$ cat config.mk
export PLATFORM = sky130hd
export DESIGN_NAME = exu_commit_flushctl
export DESIGN_NICKNAME = d
export VERILOG_FILES = /design/src/rtl/exu_commit_flushctl.sv
export SDC_FILE = /design/constraint.sdc
export NUM_CORES = 1
export LEC_CHECK = 0
export BUFFER_PORTS_ARGS = -buffer_cell sky130_fd_sc_hd__buf_4
export CORE_MARGIN = 3
export CORE_UTILIZATION = 25
export CTS_CLUSTER_SIZE = 25
export DETAILED_ROUTE_END_ITERATION = 7
export PLACE_DENSITY_LB_ADDON = 0.15
export SLEW_MARGIN = 25
export SYNTH_ARGS = -nofsm -noshare
export SYNTH_HDL_FRONTEND = slang
export SYNTH_SLANG_ARGS = --single-unit
$ cat constraint.sdc
create_clock -name clk -period 2.8 [get_ports clk]
set_input_delay 0.42 -clock clk [delete_from_list [all_inputs] [get_ports clk]]
set_output_delay 0.42 -clock clk [all_outputs]
set_load 0.05 [all_outputs]
$ cat src/rtl/exu_commit_flushctl.sv
// EXU commit stage with flush control.
// Takes one ALU commit per cycle. An illegal instruction or a branch
// mispredict raises a registered flush request toward the IFU. That request
// is held until the IFU acknowledges it. The block also keeps the retire and
// mispredict counters and captures the PC of the last illegal instruction.
//
//   state | meaning
//   ------+-----------------------------------------------------------------
//   IDLE  | accepting commits; no flush outstanding
//   FLUSH | flush request held toward IFU; commits stalled until acknowledge
module exu_commit_flushctl #(
    parameter int                 XLEN        = 32,
    parameter int                 PC_SIZE     = 32,
    parameter logic [PC_SIZE-1:0] TRAP_VEC    = PC_SIZE'(32'h0000_0080),
    parameter int                 INSTR_BYTES = 4,
    parameter int                 CNT_W       = 32
) (
    input  logic               clk,
    input  logic               rst,
    input  logic               cmt_i_valid,
    output logic               cmt_i_ready,
    input  logic [XLEN-1:0]    cmt_i_imm,
    input  logic               cmt_i_bjp,
    input  logic               cmt_i_bjp_prdt,
    input  logic               cmt_i_bjp_rslv,
    input  logic [PC_SIZE-1:0] cmt_i_pc,
    input  logic               cmt_i_ilegl,
    output logic               nonflush_cmt_ena,
    output logic               pipe_flush_req,
    input  logic               pipe_flush_ack,
    output logic [PC_SIZE-1:0] pipe_flush_add_op1,
    output logic [PC_SIZE-1:0] pipe_flush_add_op2,
    output logic               flush_pulse,
    output logic [1:0]         flush_cause,
    output logic [PC_SIZE-1:0] excp_pc,
    output logic [CNT_W-1:0]   cnt_cmt,
    output logic [CNT_W-1:0]   cnt_brchmis
);

    typedef enum logic {
        IDLE  = 1'b0,
        FLUSH = 1'b1
    } state_t;

    localparam logic [PC_SIZE-1:0] INSTR_INC = PC_SIZE'(INSTR_BYTES);

    state_t             state;
    logic               hs;
    logic               ilg;
    logic               mis;
    logic [PC_SIZE-1:0] imm_pc;

    // Branch offset fitted to the PC width: truncate or zero-extend.
    generate
        if (XLEN >= PC_SIZE) begin : g_imm_trunc
            assign imm_pc = cmt_i_imm[PC_SIZE-1:0];
        end else begin : g_imm_zext
            assign imm_pc = {{(PC_SIZE-XLEN){1'b0}}, cmt_i_imm};
        end
    endgenerate

    // Ready is also gated by reset so that no commit is taken while reset is held.
    assign cmt_i_ready      = (state == IDLE) & ~rst;
    assign hs               = cmt_i_valid & cmt_i_ready;
    assign ilg              = cmt_i_ilegl;
    assign mis              = cmt_i_bjp & (cmt_i_bjp_prdt != cmt_i_bjp_rslv) & ~ilg;
    assign nonflush_cmt_ena = hs & ~ilg & ~mis;
    assign flush_pulse      = pipe_flush_req & pipe_flush_ack;

    // Flush FSM with registered request, target operands, cause and trap PC.
    always_ff @(posedge clk) begin
        if (rst) begin
            state              <= IDLE;
            pipe_flush_req     <= 1'b0;
            pipe_flush_add_op1 <= '0;
            pipe_flush_add_op2 <= '0;
            flush_cause        <= 2'b00;
            excp_pc            <= '0;
        end else begin
            case (state)
                IDLE: begin
                    if (hs & (ilg | mis)) begin
                        state          <= FLUSH;
                        pipe_flush_req <= 1'b1;
                        if (ilg) begin
                            pipe_flush_add_op1 <= TRAP_VEC;
                            pipe_flush_add_op2 <= '0;
                            flush_cause        <= 2'b10;
                            excp_pc            <= cmt_i_pc;
                        end else begin
                            pipe_flush_add_op1 <= cmt_i_pc;
                            pipe_flush_add_op2 <= cmt_i_bjp_rslv ? imm_pc : INSTR_INC;
                            flush_cause        <= 2'b01;
                        end
                    end
                end
                FLUSH: begin
                    // The operands are left as they are. Only request and cause drop.
                    if (pipe_flush_ack) begin
                        state          <= IDLE;
                        pipe_flush_req <= 1'b0;
                        flush_cause    <= 2'b00;
                    end
                end
            endcase
        end
    end

    // Retire and mispredict counters. Mispredicted branches still retire. Both counters wrap.
    always_ff @(posedge clk) begin
        if (rst) begin
            cnt_cmt     <= '0;
            cnt_brchmis <= '0;
        end else begin
            if (hs & ~ilg) begin
                cnt_cmt <= cnt_cmt + 1'b1;
            end
            if (hs & mis) begin
                cnt_brchmis <= cnt_brchmis + 1'b1;
            end
        end
    end

endmodule
# Word level (Yosys, flattened, before mapping)
# Cells that the tools add are included.
# totals
out_inout_bits	166
ff_bits	164
mem_count	0
inputBits	72
latch_bits	0
rom_bits	0
word_cells	43
mem_bits_rw	0
# classes
div_mod_pow	0
addsub	2
muxes	13
n_shift	0
n_reduce_logical	3
magnitude_cmp	0
n_eq_ne	3
mul	0
n_bitwise	14
# op_table
op	count
32-bit 2-to-1 mux	3
32-bit by 1-bit adder with 32-bit output (second input constant)	2
1-bit bitwise AND	9
2-bit 2-to-1 mux	3
1-bit 2-to-1 mux	4
1-bit inverter	4
1-bit case mux with 2 select lines	2
2-bit case mux with 2 select lines	1
2-bit AND reduction	2
3-bit AND reduction	1
2-bit by 1-bit inequality test with 1-bit output (second input constant)	1
2-bit inequality test (second input constant)	1
1-bit inequality test	1
1-bit OR	1

# Depth between registers and ports, before layout
# Gate-level depths: netlist (run 1).
# depth
depth_word	7
mapped_depth	7
depth_no_buf	6

# Least setup slack after synthesis (run 1)
# Ideal clock, no wire load.
# synth_timing
path_kind	reg-to-reg
startpoint	reg cnt_cmt[9]
endpoint	reg cnt_cmt[23]
slack_ns	0.659
path_stages_with_launch	8
setup_time_ns	0.070
period_less_slack_ns	2.141
path_buffers	2
arrival_time_ns	2.071
required_ns	2.730
cell_sequence	dfxtp_1 and3_1 clkbuf_1 and3_1 clkbuf_1 nand3_1 or2_2 a21oi_1
# synth_via
elab_chain_len	1
# synth_rtl
item	line	source
start: declaration	36	output logic [CNT_W-1:0] cnt_cmt,
start signal: assignment	116	cnt_cmt <= cnt_cmt + 1'b1;
32-bit by 1-bit adder with 32-bit output	116	
# Every way passes these cells.
# A chain may end at the register's enable or synchronous reset.

# Final worst setup path (run 1)
# layout_timing
startpoint	reg state
endpoint	out nonflush_cmt_ena
# layout_via
elab_chain_len	5
# layout_rtl
item	line	source
start: declaration	47	state_t state;
start signal: assignment	73	state <= IDLE;
start signal: assignment	83	state <= FLUSH;
start signal: assignment	100	state <= IDLE;
1-bit inverter (no line)	--	
1-bit bitwise AND	63	assign cmt_i_ready = (state == IDLE) & ~rst;
1-bit bitwise AND	64	assign hs = cmt_i_valid & cmt_i_ready;
1-bit bitwise AND (2 in series)	67	assign nonflush_cmt_ena = hs & ~ilg & ~mis;
end: declaration	28	output logic nonflush_cmt_ena,
# Every way passes these cells.

==> flow_metrics.env, run 1 <==
export IMPL_setup_tns_ns=0
export IMPL_max_stage_delay_ns=0.56
export IMPL_ys_async_sr_fraction_pct=0
export IMPL_grt_max_degree=167
export IMPL_synthTopCellsByArea="dfxtp_1, a22oi_1, nor2_1"
export IMPL_syn_inst=717
export IMPL_crit_end="nonflush_cmt_ena"
export IMPL_path_depth=3
export IMPL_synth_top_area_share_pct=52.0
export IMPL_reg2regPathDepth=5
export IMPL_status="completed"
export IMPL_clock_skew_final_ns=0.0256
export IMPL_post_place_ws_ns=0.443
export IMPL_ant_nets=0
export IMPL_drc=0
export IMPL_worstMarginPinSlew_ns=0.769
export IMPL_syn_area_per_cell_um2=8.80
export IMPL_die_area_mm2=0.0272
export IMPL_core_mm2=0.0245
export IMPL_fin_crit_sh_pct=77.8
export IMPL_cts_tree="built"
export IMPL_hold_slack_ns=0.228
export IMPL_clk_latency_ns=0.44
export IMPL_ys_seq_elements=164
export IMPL_detail_route_first_pass_iterations=4
export IMPL_netlist_top_cells_count="dfxtp_1, nor2_1, nand2_1"
export IMPL_ys_types=36
export IMPL_grt_ovfl_total=0
export IMPL_routed_via_density=4.53
export IMPL_antenna_found_initial=0
export IMPL_post_cts_resized=0
export IMPL_nNetsFinal=1010
export IMPL_slew_violations=0
export IMPL_ios=238
export IMPL_die_w_um=165
export IMPL_hold_depth=3
export IMPL_critical_path_top_delay_family="simple AND/OR/NAND/NOR gates"
export IMPL_postCtsSetupBuffers=0
export IMPL_clkTransAtPathRegs_ns=0.08
export IMPL_hold_viol_final=0
export IMPL_crit_chain="or4b_4 -> nor2_1 -> buf_4"
export IMPL_clock_fmax_mhz=459
export IMPL_power_density_mw_per_mm2=575
export IMPL_start_kind="register"
export IMPL_reg2reg_from="state$_SDFF_PP0_"
export IMPL_cts_root_buf="clkbuf_16"
export IMPL_num_antenna_cells=0
export IMPL_crit_path_end_kind="output pin"
export IMPL_die_h_um=165
export IMPL_initialDrtViolationCount=312
export IMPL_setup_viol_count_final=0
export IMPL_yosysMostFrequentCell="dfxtp_1"
export IMPL_p_total_w=0.00518
export IMPL_leakage_nw=3.77
export IMPL_irDropWorstVdd_mv=0.333
export IMPL_reg2reg_to="cnt_brchmis[29]$_SDFFE_PP0P_"
export IMPL_wirelength_um=20000
export IMPL_synth_top_area_cell="dfxtp_1"
export IMPL_numCtsBuffers=17
export IMPL_synth_fp_nets=791
export IMPL_netlist_area_mm2=0.00631
export IMPL_finalWorstSetupSlack_ns=0.622
export IMPL_fp_row_count=57
export IMPL_period_needed_ns=2.18
export IMPL_path_buf_inv=1
export IMPL_critPathRequiredTime_ns=2.38
export IMPL_hp_class="in -> reg"
export IMPL_synthFlopType="dfxtp_1"
export IMPL_path_max_fanout=6
export IMPL_start_util_pct=25.7
export IMPL_syn_to_final_growth_pct=43.0
export IMPL_worst_setup_path_type="reg -> out"
export IMPL_grt_pass1_wl_um=31100
export IMPL_yosysWarnings=0
export IMPL_wire_per_inst_um=15.7
export IMPL_grt_usage_pct=14.5
export IMPL_seq_area_frac_synth_pct=52.0
export IMPL_fin_util_pct=36.8
export IMPL_htree_levels=4
export IMPL_cp_slowest_cell="or4b_4"
export IMPL_grt_pass1_vias=5665
export IMPL_worstPathArrival_ns=1.76
export IMPL_clock_sinks=164
export IMPL_max_slew_margin_pct=48.7
export IMPL_synth_enable_flop_cells=0
export IMPL_place_port_buffers=237
export IMPL_r2r_slack_ns=0.66
export IMPL_clk_path_buf_depth=2
export IMPL_drv_cap=0
export IMPL_rsz0062_at_grt="no"
export IMPL_cp_startpoint="state$_SDFF_PP0_"
export IMPL_drive_gt1_share_pct=30.3
export IMPL_gp_congestion=0.783
export IMPL_dpl_hpwl_um=13400
export IMPL_vias=5765
export IMPL_cts_hold_buf=0
[cell type report]
type	instances	area (µm²)
fill	2585	15500
sequential	164	3280
multi-input combinational	498	2820
timing repair buffer	248	1890
clock buffer	18	439
tap	324	405
clock inverter	14	159
inverter	7	26.3
[through the flow]
stage	cells	instance area (µm²)
final	1273	9020
after global routing	1273	9020
after CTS	1273	9020
after detailed placement	1241	8430
after global placement	1241	8430
after floorplan	717	6310
[worst min path at each step]
stage                                                   from  slack (ns)                             endpoint
after floorplan                             state$_SDFF_PP0_        0.51                     state$_SDFF_PP0_
after global placement    pipe_flush_add_op2[2]$_SDFFE_PP0P_        0.44   pipe_flush_add_op2[2]$_SDFFE_PP0P_
after detailed placement            excp_pc[14]$_SDFFE_PP0P_        0.45             excp_pc[14]$_SDFFE_PP0P_
after CTS                                      cmt_i_imm[29]        0.21  pipe_flush_add_op2[29]$_SDFFE_PP0P_
after global routing                            cmt_i_pc[14]        0.22             excp_pc[14]$_SDFFE_PP0P_
final                                          cmt_i_imm[26]        0.23  pipe_flush_add_op2[26]$_SDFFE_PP0P_
[state kept, by name (all words and copies together), names as in the netlist]
signal	cells
state	1
pipe_flush_req	1
pipe_flush_add_op1	32
pipe_flush_add_op2	32
cnt_cmt	32
excp_pc	32
cnt_brchmis	32
flush_cause	2
[kinds of logic (layout without fill, tap and decap cells)]
kind of cell             Yosys count  in the layout  share of synthesized area, %
buffers and inverters             55            287                          3.45
adder cells (fa/ha/maj)            2              2                         0.396
AO/OA/AOI/OAI                    118            118                          12.3
AND/OR/NAND/NOR                  323            323                          23.9
flip-flops                       164            164                          52.0
multiplexers                       6              6                          1.05
XOR/XNOR                          49             49                          6.80
[worst min-delay path: stages]
cell and delay (ns):
buf_4 0.08, a22oi_1 0.06, nor2_1 0.07
[per-layer routing]
layer | vias up | GRT usage [%] | part of all wire (%)
met4 | 0 | 3.77 | 1.0
met3 | 12 | 5.59 | 7.6
met2 | 150 | 24.3 | 49
met1 | 2686 | 17.5 | 43
li1 | 2917 | - | -
met5 | - | 0 | 0
[power breakdown]
group	internal, W	switching (W)	leakage (nW)
registers	0.00236	0.0000183	1.32
logic	0.000142	0.000253	2.16
clock network	0.00130	0.00111	0.295
total	0.00380	0.00138	3.77
[placed cells by master (no fill, tap or decap), types with 2 or more instances in the layout]
master and count:
a21oi_1 40, a22oi_1 62, and2_1 10, and3_1 14, and4_1 10, buf_12 2
buf_4 246, clkbuf_16 17, dfxtp_1 164, ha_1 2, inv_1 7, inv_6 5
inv_8 5, mux2_1 3, mux2_2 2, nand2_1 91, nand3_1 21, nand4_1 28
nor2_1 122, nor2b_1 6, nor3_1 4, nor3b_1 2, nor4_1 5, nor4b_2 2
o211ai_1 4, o21a_1 4, o21ai_0 3, o31ai_1 2, or3_1 2, or4_1 2
xnor2_1 12, xor2_1 37
Power figures use the tool's default switching activity.
==> run 2, diff against run 1 <==
--- a/config.mk
+++ b/config.mk
@@ -5,6 +5,7 @@
 export SDC_FILE = /design/constraint.sdc
 export NUM_CORES = 1
 export LEC_CHECK = 0
+export ABC_AREA = 1
 export BUFFER_PORTS_ARGS = -buffer_cell sky130_fd_sc_hd__buf_4
 export CORE_MARGIN = 3
 export CORE_UTILIZATION = 25
==> constraint.sdc (replaced) <==
create_clock -name clk -period 2.1 [get_ports clk]
set_input_delay 0.315 -clock clk [delete_from_list [all_inputs] [get_ports clk]]
set_output_delay 0.315 -clock clk [all_outputs]
set_load 0.05 [all_outputs]
==> run 2 against run 1 <==
Effect of this change:
- synthesized cell count is 46% higher
- clock power increased by 35%
- via count rose by 28%
- critical path type unchanged
- largest cell class is now multi-input combinational cells
==> flow_metrics.env, run 2 <==
export IMPL_synthFlopType="dfxtp_1"
export IMPL_hold_path_end="pipe_flush_add_op2[17]$_SDFFE_PP0P_"
export IMPL_reg2regPathDepth=9
export IMPL_detail_route_first_pass_iterations=4
export IMPL_yosysMostFrequentCell="nand2_1"
export IMPL_hold_viol_final=0
export IMPL_seq_area_frac_synth_pct=45.8
export IMPL_cts_tree="built"
export IMPL_die_w_um=175
export IMPL_die_h_um=175
export IMPL_worstMarginPinSlew_ns=0.636
export IMPL_postCtsSetupBuffers=0
export IMPL_path_max_fanout=14
export IMPL_grt_max_degree=121
export IMPL_initialDrtViolationCount=360
export IMPL_grt_ovfl_total=0
export IMPL_start_kind="register"
export IMPL_crit_path_end_kind="output pin"
export IMPL_setup_viol_count_final=0
export IMPL_synth_enable_flop_cells=0
export IMPL_drive_gt1_share_pct=23.2
export IMPL_ant_nets=0
export IMPL_fin_crit_sh_pct=91.8
export IMPL_syn_to_final_growth_pct=39.4
export IMPL_status="completed"
export IMPL_stdcell_area_mm2=0.0100
export IMPL_placed_area_mm2=0.00938
export IMPL_clock_skew_final_ns=0.0147
export IMPL_clkTransAtPathRegs_ns=0.08
export IMPL_ys_types=32
export IMPL_synthTopCellsByArea="dfxtp_1, nand2_1, a21oi_1"
export IMPL_power_density_mw_per_mm2=702
export IMPL_post_cts_resized=0
export IMPL_clk_latency_ns=0.43
export IMPL_max_slew_margin_pct=57.6
export IMPL_syn_inst=1049
export IMPL_clk_path_buf_depth=2
export IMPL_p_total_w=0.00702
export IMPL_netlist_area_mm2=0.00717
export IMPL_num_antenna_cells=0
export IMPL_place_port_buffers=237
export IMPL_dpl_hpwl_um=17700
export IMPL_antenna_found_initial=0
export IMPL_path_buf_inv=2
export IMPL_crit_chain="nor2_4 -> nand3_4 -> buf_4 -> nor2_1 -> buf_4"
export IMPL_gp_congestion=0.806
export IMPL_start_util_pct=25.6
export IMPL_ios=238
export IMPL_max_stage_delay_ns=0.34
export IMPL_clock_fmax_mhz=519
export IMPL_clock_sinks=164
export IMPL_synth_top_area_share_pct=45.8
export IMPL_reg2reg_from="cnt_brchmis[2]$_SDFFE_PP0P_"
export IMPL_hp_class="in -> reg"
export IMPL_rsz0062_at_grt="no"
export IMPL_grt_pass1_wl_um=39000
export IMPL_synth_top_area_cell="dfxtp_1"
export IMPL_leakage_nw=4.18
export IMPL_layout_common_cells="nand2_1, buf_4, dfxtp_1"
export IMPL_irDropWorstVdd_mv=0.391
export IMPL_yosysWarnings=0
export IMPL_vias=7398
export IMPL_drc=0
export IMPL_synth_fp_nets=1123
export IMPL_period_needed_ns=1.93
export IMPL_nNetsFinal=1352
export IMPL_syn_area_per_cell_um2=6.84
export IMPL_drv_cap=0
export IMPL_ys_seq_elements=164
export IMPL_core_mm2=0.0280
export IMPL_htree_levels=4
export IMPL_netlist_top_cells_count="nand2_1, dfxtp_1, nor2_1"
export IMPL_cts_hold_buf=0
export IMPL_cts_root_buf="clkbuf_16"
export IMPL_ys_async_sr_fraction_pct=0
export IMPL_worst_setup_path_type="reg -> out"
export IMPL_fp_row_count=61
export IMPL_hold_depth=3
export IMPL_final_common_cell="nand2_1"
export IMPL_worstPathArrival_ns=1.61
export IMPL_wirelength_um=24800
export IMPL_slew_violations=0
export IMPL_die_area_mm2=0.0308
export IMPL_path_common_cell="buf_4"
export IMPL_grt_usage_pct=15.8
export IMPL_numCtsBuffers=17
export IMPL_routed_via_density=4.43
export IMPL_min_from="cmt_i_imm[17]"
export IMPL_reg2reg_to="cnt_brchmis[23]$_SDFFE_PP0P_"
export IMPL_r2r_slack_ns=0.37
export IMPL_wire_per_inst_um=14.8
export IMPL_critical_path_top_delay_family="simple AND/OR/NAND/NOR gates"
export IMPL_grt_pass1_vias=6976
export IMPL_setup_tns_ns=0
export IMPL_cp_slowest_cell="dfxtp_1"
export IMPL_critPathRequiredTime_ns=1.78
[run 2: cell count changes after synthesis, moves of 12 or more]
cell | previous run | this run
nand2_1 | 91 | 322
inv_1 | 7 | 91
a21oi_1 | 40 | 121
a22oi_1 | 62 | 0
nand3_1 | 21 | 76
xor2_1 | 37 | 2
nor2_1 | 122 | 140
o21ai_0 | 3 | 21
and3_1 | 15 | 1
clkbuf_1 | 39 | 26
buf_4 | 0 | 12
[run 2: worst max path at each step]
stage                     startpoint                           to  slack, ns  cells after the start
floorplan           state$_SDFF_PP0_             nonflush_cmt_ena       0.05                      4
global placement      cmt_i_bjp_prdt  cnt_brchmis[7]$_SDFFE_PP0P_       0.32                      8
detailed placement    cmt_i_bjp_prdt  cnt_brchmis[7]$_SDFFE_PP0P_       0.30                      8
CTS                 state$_SDFF_PP0_             nonflush_cmt_ena       0.13                      5
global route        state$_SDFF_PP0_             nonflush_cmt_ena       0.08                      5
finish              state$_SDFF_PP0_             nonflush_cmt_ena       0.17                      5
[run 2: worst register-to-register path: cells and delay by family, from the launching register on]
kind / cells / cell delay [ns]
buf+inv: 1 / 0.09
flops: 1 / 0.42
simple gates: 8 / 1.12
[run 2: logic make-up after synthesis]
| family | synth area share [%] |
|---|---|
| flip-flops | 45.8 |
| AND/OR/NAND/NOR | 34.8 |
| XOR/XNOR | 0.611 |
| buffers and inverters | 7.76 |
| adder cells (fa/ha/maj) | 0.349 |
| AO/OA/AOI/OAI | 10.7 |
[run 2: stage by stage]
stage | util [%] | std cells | hold WS, ns | worst slack, ns
6_report | 35.7 | 1669 | 0.148 | 0.172
3_3_place_gp | 33.5 | 1637 | 0.449 | 0.323
2_1_floorplan | - | 1049 | 0.462 | 0.0460
4_1_cts | 35.7 | 1669 | 0.118 | 0.132
3_5_place_dp | 33.5 | 1637 | 0.455 | 0.297
5_1_grt | 35.7 | 1669 | 0.128 | 0.0766
[run 2: power breakdown]
group          total (W)  internal, W  switching [W]
Combinational   0.000599     0.000204       0.000396
Sequential       0.00317      0.00315      0.0000247
Clock            0.00325      0.00164        0.00161
Total            0.00702      0.00499        0.00203
[run 2: layout make-up]
| class | instances | area [µm²] |
|---|---|---|
| fill | 3045 | 18000 |
| multi-input combinational | 750 | 3330 |
| sequential | 164 | 3280 |
| timing repair buffer | 252 | 1940 |
| tap | 378 | 473 |
| clock buffer | 17 | 425 |
| inverter | 93 | 349 |
| clock inverter | 15 | 196 |
[run 2: per-layer routing]
metal	vias up	wire [µm]	GRT usage (%)
li1	3814	-	-
met1	3373	11400	21.1
met2	185	11200	24.8
met3	26	1580	4.17
met4	0	599	4.99
met5	-	0	0
==> run 3, diff against run 2 <==
--- a/config.mk
+++ b/config.mk
@@ -11,7 +11,7 @@
 export CORE_UTILIZATION = 25
 export CTS_CLUSTER_SIZE = 25
 export DETAILED_ROUTE_END_ITERATION = 7
-export PLACE_DENSITY_LB_ADDON = 0.15
+export PLACE_DENSITY_LB_ADDON = 0.3
 export SLEW_MARGIN = 25
 export SYNTH_ARGS = -nofsm -noshare
 export SYNTH_HDL_FRONTEND = slang
==> run 3 against run 2 <==
Effect of this change:
- non-clock buffer count shrank 2
- maximum frequency grew 1.1%
- cell count is essentially flat
- sequential cell count is the same
- final area grew 0.20%
- core utilization grew 0.071 points
- clock power grew 2%
- total power grew 0.72%
- critical path depth is the same
- combinational power shrank 2%
- first-iteration DRC count shrank 1.1%
- clock skew grew 0.0050 ns
- largest power group unchanged
==> flow_metrics.env, run 3 (synthesis results as in run 2) <==
export IMPL_setup_tns_ns=0
export IMPL_slew_violations=0
export IMPL_grt_usage_pct=15.0
export IMPL_irDropWorstVdd_mv=0.408
export IMPL_crit_path_end_kind="output pin"
export IMPL_drive_gt1_share_pct=23.0
export IMPL_post_cts_resized=0
export IMPL_detail_route_first_pass_iterations=5
export IMPL_grt_pass1_wl_um=37400
export IMPL_worst_setup_path_type="reg -> out"
export IMPL_initialDrtViolationCount=356
export IMPL_wire_per_inst_um=14.3
export IMPL_ant_nets=0
export IMPL_rsz0062_at_grt="no"
export IMPL_vias=7458
export IMPL_max_stage_delay_ns=0.35
export IMPL_path_common_cell="buf_4"
export IMPL_worstPathArrival_ns=1.59
export IMPL_syn_to_final_growth_pct=39.7
export IMPL_cts_hold_buf=0
export IMPL_fin_crit_sh_pct=90.9
export IMPL_cts_tree="built"
export IMPL_layout_common_cells="nand2_1, buf_4, dfxtp_1"
export IMPL_critical_path_top_delay_family="buffers and inverters"
export IMPL_cts_root_buf="clkbuf_16"
export IMPL_numCtsBuffers=17
export IMPL_grt_max_degree=121
export IMPL_postCtsSetupBuffers=0
export IMPL_clk_path_buf_depth=2
export IMPL_grt_pass1_vias=6874
export IMPL_core_mm2=0.0280
export IMPL_htree_levels=4
export IMPL_clkTransAtPathRegs_ns=0.08
export IMPL_hp_class="in -> reg"
export IMPL_clock_skew_final_ns=0.0197
export IMPL_clock_sinks=164
export IMPL_place_port_buffers=237
export IMPL_die_area_mm2=0.0308
export IMPL_cp_slowest_cell="dfxtp_1"
export IMPL_period_needed_ns=1.91
export IMPL_power_density_mw_per_mm2=706
export IMPL_drv_cap=0
export IMPL_leakage_nw=4.19
export IMPL_clk_latency_ns=0.43
export IMPL_start_kind="register"
export IMPL_path_buf_inv=2
export IMPL_final_cells=1668
export IMPL_die_h_um=175
export IMPL_gp_congestion=0.834
export IMPL_worstMarginPinSlew_ns=0.736
export IMPL_fp_row_count=61
export IMPL_routed_via_density=4.47
export IMPL_placedCellCount=1635
export IMPL_max_slew_margin_pct=50.9
export IMPL_grt_ovfl_total=0
export IMPL_path_max_fanout=14
export IMPL_ios=238
export IMPL_die_w_um=175
export IMPL_setup_viol_count_final=0
export IMPL_antenna_found_initial=1
export IMPL_start_util_pct=25.6
export IMPL_wirelength_um=23900
export IMPL_status="completed"
export IMPL_drc=0
export IMPL_dpl_hpwl_um=17200
export IMPL_crit_chain="nor2_4 -> nand3_4 -> buf_4 -> nor2_1 -> buf_4"
export IMPL_clock_fmax_mhz=524
export IMPL_final_common_cell="nand2_1"
export IMPL_critPathRequiredTime_ns=1.78
export IMPL_nNetsFinal=1350
export IMPL_hold_viol_final=0
run 3: changes by cell type in the layout (fill, tap and decap cells not counted), sizes merged:
cell / previous run / this run
buf: 252 / 250
diode: 0 / 1
run 3: final timing paths:
path / startpoint / end / cells past startpoint / slack (ns)
setup / recovery: state$_SDFF_PP0_ / nonflush_cmt_ena / 5 / 0.19
hold / removal: cmt_i_imm[0] / pipe_flush_add_op2[0]$_SDFFE_PP0P_ / 3 / 0.14
setup reg to reg: cnt_cmt[1]$_SDFFE_PP0P_ / cnt_cmt[22]$_SDFFE_PP0P_ / 9 / 0.33
hold reg to reg: flush_cause[1]$_SDFFE_PP0P_ / flush_cause[1]$_SDFFE_PP0P_ / 2 / 0.46
run 3: tightest hold or removal path, delay by kind of cell:
kind,cells,cell delay (ns)
AO/OA/AOI/OAI,1,0.06
AND/OR/NAND/NOR,1,0.05
buffers and inverters,1,0.11
run 3: final cells by class:
| cell class | count | area [µm²] |
|---|---|---|
| diodes | 1 | 2.50 |
| well taps | 378 | 473 |
| flip-flops and latches | 164 | 3280 |
| repair buffers | 250 | 1940 |
| clock inverters | 15 | 216 |
| inverters | 93 | 349 |
| clock buffers | 17 | 425 |
| multi-input cells | 750 | 3330 |
| fillers | 3005 | 18000 |
run 3: report_power, final:
| group | internal, W | total, W | switching (W) |
|---|---|---|---|
| Sequential | 0.00315 | 0.00317 | 0.0000252 |
| Combinational | 0.000203 | 0.000590 | 0.000387 |
| Clock | 0.00166 | 0.00331 | 0.00165 |
| Total | 0.00501 | 0.00707 | 0.00206 |
run 3: per-layer routing:
| metal | up-vias | part of all wire [%] | track usage, % |
|---|---|---|---|
| li1 | 3808 | - | - |
| met1 | 3430 | 44 | 19.0 |
| met2 | 199 | 47 | 24.2 |
| met3 | 21 | 7.2 | 4.82 |
| met4 | 0 | 1.9 | 5.12 |
| met5 | - | 0 | 0 |
run 3: per-stage QoR:
step | util, % | setup WS, ns | total power, W | hold WS (ns) | cell area, µm²
3_5_place_dp | 33.5 | 0.345 | 0.00384 | 0.454 | 9380
2_1_floorplan | - | 0.0460 | 0.00358 | 0.462 | 7170
4_1_cts | 35.8 | 0.157 | 0.00721 | 0.118 | 10000
5_1_grt | 35.8 | 0.0899 | 0.00736 | 0.120 | 10000
6_report | 35.8 | 0.192 | 0.00707 | 0.144 | 10000
3_3_place_gp | 33.5 | 0.366 | 0.00384 | 0.448 | 9380
